File: src/rtl/gpu_pkg.sv
// -----------------------------------------------------------------------------
// gpu_pkg
// Shared types and constants for the GPU shape pipeline.
//   point_t      : packed screen coordinate {x[9:0], y[8:0]}
//   seg_t        : packed line segment {p0, p1}, 38 bits, p0 in the MSBs
//   color_t      : RGB565 colour
//   rast_state_t : line rasterizer FSM states
//   SCREEN_W/H   : visible screen size used as the clip bound
// -----------------------------------------------------------------------------
package gpu_pkg;

  localparam int SCREEN_W = 640;
  localparam int SCREEN_H = 480;

  // Bresenham error term width: holds 2*1023 and -2*511 without overflow.
  localparam int ERR_W = 13;

  typedef struct packed {
    logic [9:0] x;
    logic [8:0] y;
  } point_t;

  typedef struct packed {
    point_t p0;
    point_t p1;
  } seg_t;

  typedef logic [15:0] color_t;

  typedef enum logic [1:0] {
    ST_IDLE = 2'd0,
    ST_LOAD = 2'd1,
    ST_DRAW = 2'd2,
    ST_DONE = 2'd3
  } rast_state_t;

endpackage

File: src/rtl/line_rasterizer.sv
// -----------------------------------------------------------------------------
// line_rasterizer
// Consumer end of the subshape splitter interface. Latches one line segment
// and its colour, walks it with Bresenham emitting one pixel per cycle to the
// frame-buffer writer, then pulses read so the splitter can advance.
//
// Ports
//   clk          in   system clock
//   n_rst        in   asynchronous active-low reset
//   locations    in   [37:28]=x0 [27:19]=y0 [18:9]=x1 [8:0]=y1
//   color        in   RGB565 colour of the segment
//   seg_valid    in   segment present, held stable until read
//   pixel_stall  in   frame-buffer writer cannot accept this cycle
//   read         out  one-cycle pulse: segment consumed
//   pixel_write  out  pixel_x/pixel_y/pixel_color valid
//   pixel_x      out  pixel x
//   pixel_y      out  pixel y
//   pixel_color  out  pixel colour
//   busy         out  high in every state except IDLE
//
// Configuration macro
//   LINE_RASTER_CLIP_EN : off-screen pixels are still stepped (one cycle each,
//                         stall ignored) but presented with pixel_write=0.
//                         Undefined: every stepped pixel is written.
// -----------------------------------------------------------------------------
module line_rasterizer
  import gpu_pkg::*;
#(
  parameter int X_W      = 10,
  parameter int Y_W      = 9,
  parameter int SCREEN_W = gpu_pkg::SCREEN_W,
  parameter int SCREEN_H = gpu_pkg::SCREEN_H
) (
  input  logic                      clk,
  input  logic                      n_rst,
  input  logic [2*(X_W+Y_W)-1:0]    locations,
  input  logic [15:0]               color,
  input  logic                      seg_valid,
  input  logic                      pixel_stall,
  output logic                      read,
  output logic                      pixel_write,
  output logic [X_W-1:0]            pixel_x,
  output logic [Y_W-1:0]            pixel_y,
  output logic [15:0]               pixel_color,
  output logic                      busy
);

`ifdef LINE_RASTER_CLIP_EN
  localparam bit CLIP_EN = 1'b1;
`else
  localparam bit CLIP_EN = 1'b0;
`endif

  localparam logic [X_W-1:0] X_LIM = X_W'(SCREEN_W);
  localparam logic [Y_W-1:0] Y_LIM = Y_W'(SCREEN_H);

  // A pixel is presented as a write unless clipping is built in and it lies off screen.
  function automatic logic f_visible(input point_t p);
    return !CLIP_EN || ((p.x < X_LIM) && (p.y < Y_LIM));
  endfunction

  rast_state_t             r_state;
  seg_t                    r_seg;
  color_t                  r_color;
  point_t                  r_cur;
  logic signed [ERR_W-1:0] r_dx;
  logic signed [ERR_W-1:0] r_dy;
  logic signed [ERR_W-1:0] r_err;
  logic                    r_sx_neg;
  logic                    r_sy_neg;

  logic [9:0]              w_dx_abs;
  logic [8:0]              w_dy_abs;
  logic signed [ERR_W-1:0] w_dx_ld;
  logic signed [ERR_W-1:0] w_dy_ld;
  logic signed [ERR_W-1:0] w_e2;
  logic signed [ERR_W-1:0] w_err_nxt;
  logic                    w_step_x;
  logic                    w_step_y;
  point_t                  w_nxt;
  logic                    w_at_end;
  logic                    w_hold;

  assign busy = (r_state != ST_IDLE);

  // Segment setup, evaluated from the latched endpoints during LOAD.
  assign w_dx_abs = (r_seg.p1.x >= r_seg.p0.x) ? (r_seg.p1.x - r_seg.p0.x)
                                               : (r_seg.p0.x - r_seg.p1.x);
  assign w_dy_abs = (r_seg.p1.y >= r_seg.p0.y) ? (r_seg.p1.y - r_seg.p0.y)
                                               : (r_seg.p0.y - r_seg.p1.y);
  assign w_dx_ld  = $signed({3'b000, w_dx_abs});
  assign w_dy_ld  = -$signed({4'b0000, w_dy_abs});

  // One Bresenham step; x and y may both advance in the same cycle.
  assign w_e2      = r_err <<< 1;
  assign w_step_x  = (w_e2 >= r_dy);
  assign w_step_y  = (w_e2 <= r_dx);
  assign w_err_nxt = r_err + (w_step_x ? r_dy : '0) + (w_step_y ? r_dx : '0);
  assign w_nxt.x   = w_step_x ? (r_sx_neg ? r_cur.x - 10'd1 : r_cur.x + 10'd1) : r_cur.x;
  assign w_nxt.y   = w_step_y ? (r_sy_neg ? r_cur.y - 9'd1 : r_cur.y + 9'd1) : r_cur.y;
  assign w_at_end  = (r_cur == r_seg.p1);

  // Stall only freezes a pixel that is actually being written; a clipped
  // pixel has pixel_write=0 and so always advances after one cycle.
  assign w_hold = pixel_stall & pixel_write;

  // Control FSM and registered outputs.
  always_ff @(posedge clk or negedge n_rst) begin
    if (!n_rst) begin
      r_state     <= ST_IDLE;
      read        <= 1'b0;
      pixel_write <= 1'b0;
      pixel_x     <= '0;
      pixel_y     <= '0;
      pixel_color <= '0;
    end else begin
      case (r_state)
        ST_IDLE: begin
          read        <= 1'b0;
          pixel_write <= 1'b0;
          if (seg_valid) r_state <= ST_LOAD;
        end
        ST_LOAD: begin
          r_state     <= ST_DRAW;
          pixel_write <= f_visible(r_seg.p0);
          pixel_x     <= r_seg.p0.x;
          pixel_y     <= r_seg.p0.y;
          pixel_color <= r_color;
        end
        ST_DRAW: begin
          if (!w_hold) begin
            if (w_at_end) begin
              r_state     <= ST_DONE;
              pixel_write <= 1'b0;
              read        <= 1'b1;
            end else begin
              pixel_write <= f_visible(w_nxt);
              pixel_x     <= w_nxt.x;
              pixel_y     <= w_nxt.y;
            end
          end
        end
        ST_DONE: begin
          read    <= 1'b0;
          r_state <= ST_IDLE;
        end
        default: r_state <= ST_IDLE;
      endcase
    end
  end

  // Datapath registers; always reloaded before use, so no reset needed.
  always_ff @(posedge clk) begin
    case (r_state)
      ST_IDLE: begin
        if (seg_valid) begin
          r_seg   <= seg_t'(locations);
          r_color <= color;
        end
      end
      ST_LOAD: begin
        r_dx     <= w_dx_ld;
        r_dy     <= w_dy_ld;
        r_err    <= w_dx_ld + w_dy_ld;
        r_sx_neg <= (r_seg.p1.x < r_seg.p0.x);
        r_sy_neg <= (r_seg.p1.y < r_seg.p0.y);
        r_cur    <= r_seg.p0;
      end
      ST_DRAW: begin
        if (!w_hold && !w_at_end) begin
          r_err <= w_err_nxt;
          r_cur <= w_nxt;
        end
      end
      default: ;
    endcase
  end

endmodule

File: config.mk
export PLATFORM = sky130hd
export DESIGN_NAME = line_rasterizer
export DESIGN_NICKNAME = d
export VERILOG_FILES = /design/src/rtl/gpu_pkg.sv /design/src/rtl/line_rasterizer.sv
export SDC_FILE = /design/constraint.sdc
export NUM_CORES = 1
export LEC_CHECK = 0
export CAP_MARGIN = 15
export CORE_ASPECT_RATIO = 0.5
export CORE_UTILIZATION = 40
export CTS_BUF_LIST = sky130_fd_sc_hd__clkbuf_4 sky130_fd_sc_hd__clkbuf_8 sky130_fd_sc_hd__clkbuf_16
export DETAILED_ROUTE_END_ITERATION = 10
export PLACE_DENSITY = 0.63
export SLEW_MARGIN = 0
export SYNTH_ARGS = -nofsm -noshare
export SYNTH_HDL_FRONTEND = slang
export SYNTH_SLANG_ARGS = --single-unit
File: constraint.sdc
create_clock -name clk -period 10.5 [get_ports clk]
set_input_delay 2.625 -clock clk [delete_from_list [all_inputs] [get_ports clk]]
set_output_delay 2.625 -clock clk [all_outputs]
set_load 0.03 [all_outputs]
After elaboration in Yosys (flattened, before gate mapping)
Index checks and enable logic that the tools add are counted.

Register bits: 150. Output and inout port bits: 38. Word-level logic and storage cells: 89.

Add/sub/neg operators: 12. $lt $le $gt $ge: 6. Eq/ne operators: 9. Mux-type cells: 28. Bitwise logic cells: 1. Reductions and logical operators: 15.

Operators with widths (number): two-way mux 10 bit (6); two-way mux 9 bit (5); case mux 19 bit (2 select lines) (1); two-way mux 13 bit (2); case mux 13 bit (2 select lines) (1); case mux 10 bit (2 select lines) (1); subtractor 10 bit (2); equality test 19 bit (1); two-way mux 19 bit (1); case mux 9 bit (2 select lines) (1); subtractor 9 bit (2); adder 11 x 13 -> 13 bit (1); adder 13 x 10 -> 13 bit (1); adder 13 bit (1); greater-or-equal comparator 13 bit (1); less-or-equal comparator 13 x 11 -> 1 bit (1); negator 9 -> 13 bit (1); adder 10 x 1 -> 10 bit (second input constant) (1); greater-or-equal comparator 10 bit (1); less-than comparator 10 bit (1); != test 2 bit (second input constant) (5); subtractor 10 x 1 -> 10 bit (second input constant) (1); adder 9 x 1 -> 9 bit (second input constant) (1); greater-or-equal comparator 9 bit (1); other kinds (18) (31).

Logic depth before layout (Yosys ltp)
Depth after elaboration: 6. Depth in mapped cells: 27. Gate-level depth less buffers: 25.

Least setup slack after synthesis
Ideal clock, no wire load.

Path kind: register -> register. Start point: register r_err[1]. End point: register r_err[11] (data pin). Library setup time: 0.260 ns. Arrival time: 4.716 ns. Slack: 5.524 ns. Cell stages (with the launch flop): 26. Period minus slack after synthesis: 4.976 ns. Cells stage by stage: edfxtp_1 > ha_1 > a21o_1 > a21o_1 > a21o_1 > a21o_1 > a21oi_1 > o21ai_0 > a21oi_1 > buf_2 > clkbuf_1 > and2_1 > fa_1 > ha_1 > inv_1 > fa_1 > nor2b_1 > o21ai_0 > nand2b_1 > a21o_1 > a21o_1 > a21o_1 > a21oi_1 > o21ai_0 > xnor2_1 > mux2_2.

Word-level cells in the longest chain between the ends: 6.

RTL lines: start, declared (RTL line line_rasterizer.sv:68) `logic signed [ERR_W-1:0] r_err;`; start signal, assigned (RTL line line_rasterizer.sv:164) `r_err <= w_dx_ld + w_dy_ld;`; start signal, assigned (RTL line line_rasterizer.sv:171) `r_err <= w_err_nxt;`; greater-or-equal comparator 13 bit (RTL line line_rasterizer.sv:96) `assign w_step_x = (w_e2 >= r_dy);`; two-way mux 13 bit (RTL line line_rasterizer.sv:98) `assign w_err_nxt = r_err + (w_step_x ? r_dy : '0) + (w_step_y ? r_dx : '0);`; adder 13 bit (RTL line line_rasterizer.sv:98); adder 13 x 10 -> 13 bit (*) (RTL line line_rasterizer.sv:98); two-way mux 13 bit (*) (RTL line line_rasterizer.sv:170) `if (!w_hold && !w_at_end) begin`; case mux 13 bit (2 select lines) (*) (RTL line line_rasterizer.sv:154) `case (r_state)`.

Every way passes the cells marked *; elsewhere a longest branch is shown, timed or not. The select of a mux whose other input is x is not followed. A chain may end at the register's enable or synchronous reset.

Final worst setup path
Start point: register r_err[0]. End point: register r_err[11] (data pin).

The elaborated chain is that of the path after synthesis.

==> flow_metrics.py <==
metrics = {
    "floorplan": {
        "dieArea_um2": 25570,
        "rows": 40,
        "floorplan.initialDensity_pct": 41.11,
        "die_h_um": 113.6,
        "coreArea_um2": 24220,
        "ioPinCount": 96,
        "die_w_um": 225.1,
    },
    "clock_network": {
        "ctsHoldBuffers": 0,
        "cts_made_buffers": 17,
        "cts_tree": "done",
        "clk_pin_slew_ps": 60,
        "htree_levels": 4,
        "clockBufferDepth": 2,
        "clock-root-buffer": "clkbuf_16",
        "numClockSinks": 149,
        "insertion_delay_ps": 430,
        "cts_resized": 0,
        "postCtsSetupRepairBufs": 0,
    },
    "setup_path": {
        "end_kind": "flip-flop",
        "required_ps": 10680,
        "worstReg2RegStart": "r_err[0]",
        "critPathLaunch": "r_err[0]",
        "critPathArrivalTime_ps": 5510,
        "critPathKind": "flip-flop to flip-flop",
        "start_kind": "flip-flop",
        "reg2reg_depth": 22,
        "cp_max_fo": 25,
    },
    "sta": {
        "grt_setup_unrepaired": "no",
        "finalHoldViolCount": 0,
        "skew_ps": 12.94,
        "relSlewSlack_pct": 26.12,
        "slew_violations": 0,
        "min_period_ps": 5325,
        "worst_pin_slew_ps": 1108,
        "setup_viol": 0,
        "max_freq_mhz": 187.8,
        "finalCritPeriodShare_pct": 50.72,
        "tns_ps": 0,
        "fin_ws_ps": 5175,
    },
    "synth": {
        "yosysTopAreaCell": "edfxtp_1",
        "synthCells": 904,
        "syn_area_um2": 9957,
        "synth_edf_count": 110,
        "syn_area_per_cell_um2": 11.01,
        "ys_warn_count": 0,
        "asyncSetResetFlopFracSynth_pct": 26.17,
        "synth-seq-cells": 149,
        "yosysUniqueCellTypes": 76,
        "synthTopCellsByArea": "edfxtp_1, ha_1, dfrtp_1",
        "synth_nets": 1079,
        "synth_top_area_share_pct": 33.17,
        "synth_ff_type": "edfxtp_1",
        "ys_seq_area_share_pct": 42.98,
    },
    "outcome": {
        "status": "complete, no violations",
    },
    "min_path": {
        "min_path_type": "flip-flop to flip-flop",
        "hold_depth": 1,
        "hold_path_startpoint": "r_color[3]",
    },
    "place": {
        "place.gp.congestion": 0.8335,
        "portBuffers": 95,
        "pre_cts_slack_ps": 5169,
        "hpwl_um": 17110,
        "dpl_cell_area_um2": 11270,
    },
    "route": {
        "vias_per_cell": 5.091,
        "routedWlPerCell_um": 16.73,
        "wl_um": 22560,
        "drt.antenna.violating_nets": 0,
        "route.vias.total": 6862,
        "drc_errors": 0,
        "wl_met3_um": 869,
        "drt-initial-drc-count": 412,
        "drt-pass1-iter-count": 5,
        "m1WireLength_um": 11440,
        "routed.top_layer": "met4",
        "wl_met2_um": 9980,
    },
    "global_routing": {
        "antenna_found_initial": 0,
        "grt_max_degree": 62,
        "grt_pass1_wl_um": 37140,
        "grt_pass1_vias": 7161,
        "grtUsageTotal_pct": 18.75,
        "grt_overflow": 0,
    },
    "finish": {
        "fin_area_um2": 11950,
        "nNetsFinal": 1173,
        "layout-drive-gt1-share_pct": 9.990,
        "area_delta_synth_final_pct": 20.01,
    },
    "job": {
        "cap_violations": 0,
    },
}
[per-stage QoR]
step	utilization [%]	std cells	hold slack [ps]
3_3_place_gp	46.52	1315	455.8
4_1_cts	49.32	1347	477.3
6_report	49.33	1348	474.9
2_1_floorplan	-	904	453.9
5_1_grt	49.32	1347	503.0
3_5_place_dp	46.52	1315	462.3
[cells in the final DEF (no fill, tap or decap), drive strengths merged, types with 3 or more instances in the layout]
cell,synthesis,final
edfxtp,110,110
inv,104,108
ha,99,99
clkdlybuf4s50,0,94
a21oi,60,60
nor2,48,48
xnor2,42,42
o21ai,42,42
nand2,41,41
mux2,41,41
dfrtp,39,39
xor2,30,30
mux2i,26,26
a21o,24,24
and2,23,23
fa,18,18
clkbuf,16,18
nor2b,14,14
o21a,10,10
nand2b,8,8
nor3,8,8
nor4,7,7
a21boi,7,7
a31oi,6,6
bufinv,0,6
o211ai,6,6
buf,9,6
nand4,5,5
a211oi,5,5
or3,5,5
nor3b,4,4
clkinv,0,4
or2,4,4
o21bai,3,3
a31o,3,3
nand4b,3,3
[cell usage after synthesis (7+ instances only)]
master and number:
dfrtp_1 39, inv_1 104, a21oi_1 59, mux2i_1 26, edfxtp_1 110, and2_1 23, o21a_1 10, nand2_1 40
xor2_1 30, o21ai_0 40, clkbuf_1 16, ha_1 99, nor3_1 8, nor4_1 7, nand2b_1 8, nor2b_1 14
fa_1 18, mux2_2 40, nor2_1 48, xnor2_1 41, a21o_1 24
[kinds of logic (layout without fill, tap and decap cells)]
kind of cell / Yosys count / after routing / share of synthesized area, %
AO/OA/AOI/OAI: 187 / 187 / 12.23
XOR/XNOR: 73 / 73 / 6.647
adder cells (fa/ha/maj): 117 / 117 / 16.06
buffers and inverters: 129 / 236 / 5.089
flip-flops: 149 / 149 / 42.98
multiplexers: 67 / 67 / 7.288
other: 0 / 1 / 0
AND/OR/NAND/NOR: 182 / 182 / 9.713
[critical path, stage by stage, from the launching register on]
cell and delay (ps):
edfxtp_1 430, ha_1 290, nor2b_1 120, o21a_1 130
o21a_1 100, o21ai_0 70, a21oi_1 210, o21a_1 900
and2_1 270, fa_1 440, ha_1 230, inv_1 70
fa_1 210, nor2b_1 50, o21ai_0 150, nand2b_1 110
a21o_1 190, a21o_1 190, a21o_1 180, a21oi_1 210
o21ai_0 150, xnor2_1 150, mux2_2 260
[layout make-up]
class	count	area (µm²)
sequential	149	4279
multi-input combinational	626	5195
inverter	104	390.4
fill	2166	12270
tap	336	420.4
antenna	1	2.502
clock buffer	18	432.9
clock inverter	14	245.2
timing repair buffer	100	983.4
[per-layer routing]
| metal | up-vias | track usage, % |
|---|---|---|
| li1 | 3382 | - |
| met1 | 3357 | 26.19 |
| met2 | 104 | 29.20 |
| met3 | 19 | 4.456 |
| met4 | 0 | 4.989 |
| met5 | - | 0 |
[path summary, 6_finish.rpt]
kind / to / slack [ps]
max in group asynchronous: pixel_color[5] / 7590
hold reg to reg: pixel_color[3] / 470
hold / removal: pixel_color[3] / 470
min in group asynchronous: pixel_x[1] / 2330
setup reg to reg: r_err[11] / 5170
setup / recovery: r_err[11] / 5170
[state kept, by name (all words and copies together) (netlist names)]
signal       count
r_cur           19
r_seg           38
r_err           12
r_color         16
pixel_color     16
r_state          2
pixel_y          9
read             1
r_dx            10
pixel_write      1
r_sx_neg         1
pixel_x         10
r_sy_neg         1
r_dy            13
Power is left out: the tool's default activity adds up to more than one toggle a clock period on the data nets, which glitch-free logic cannot reach.
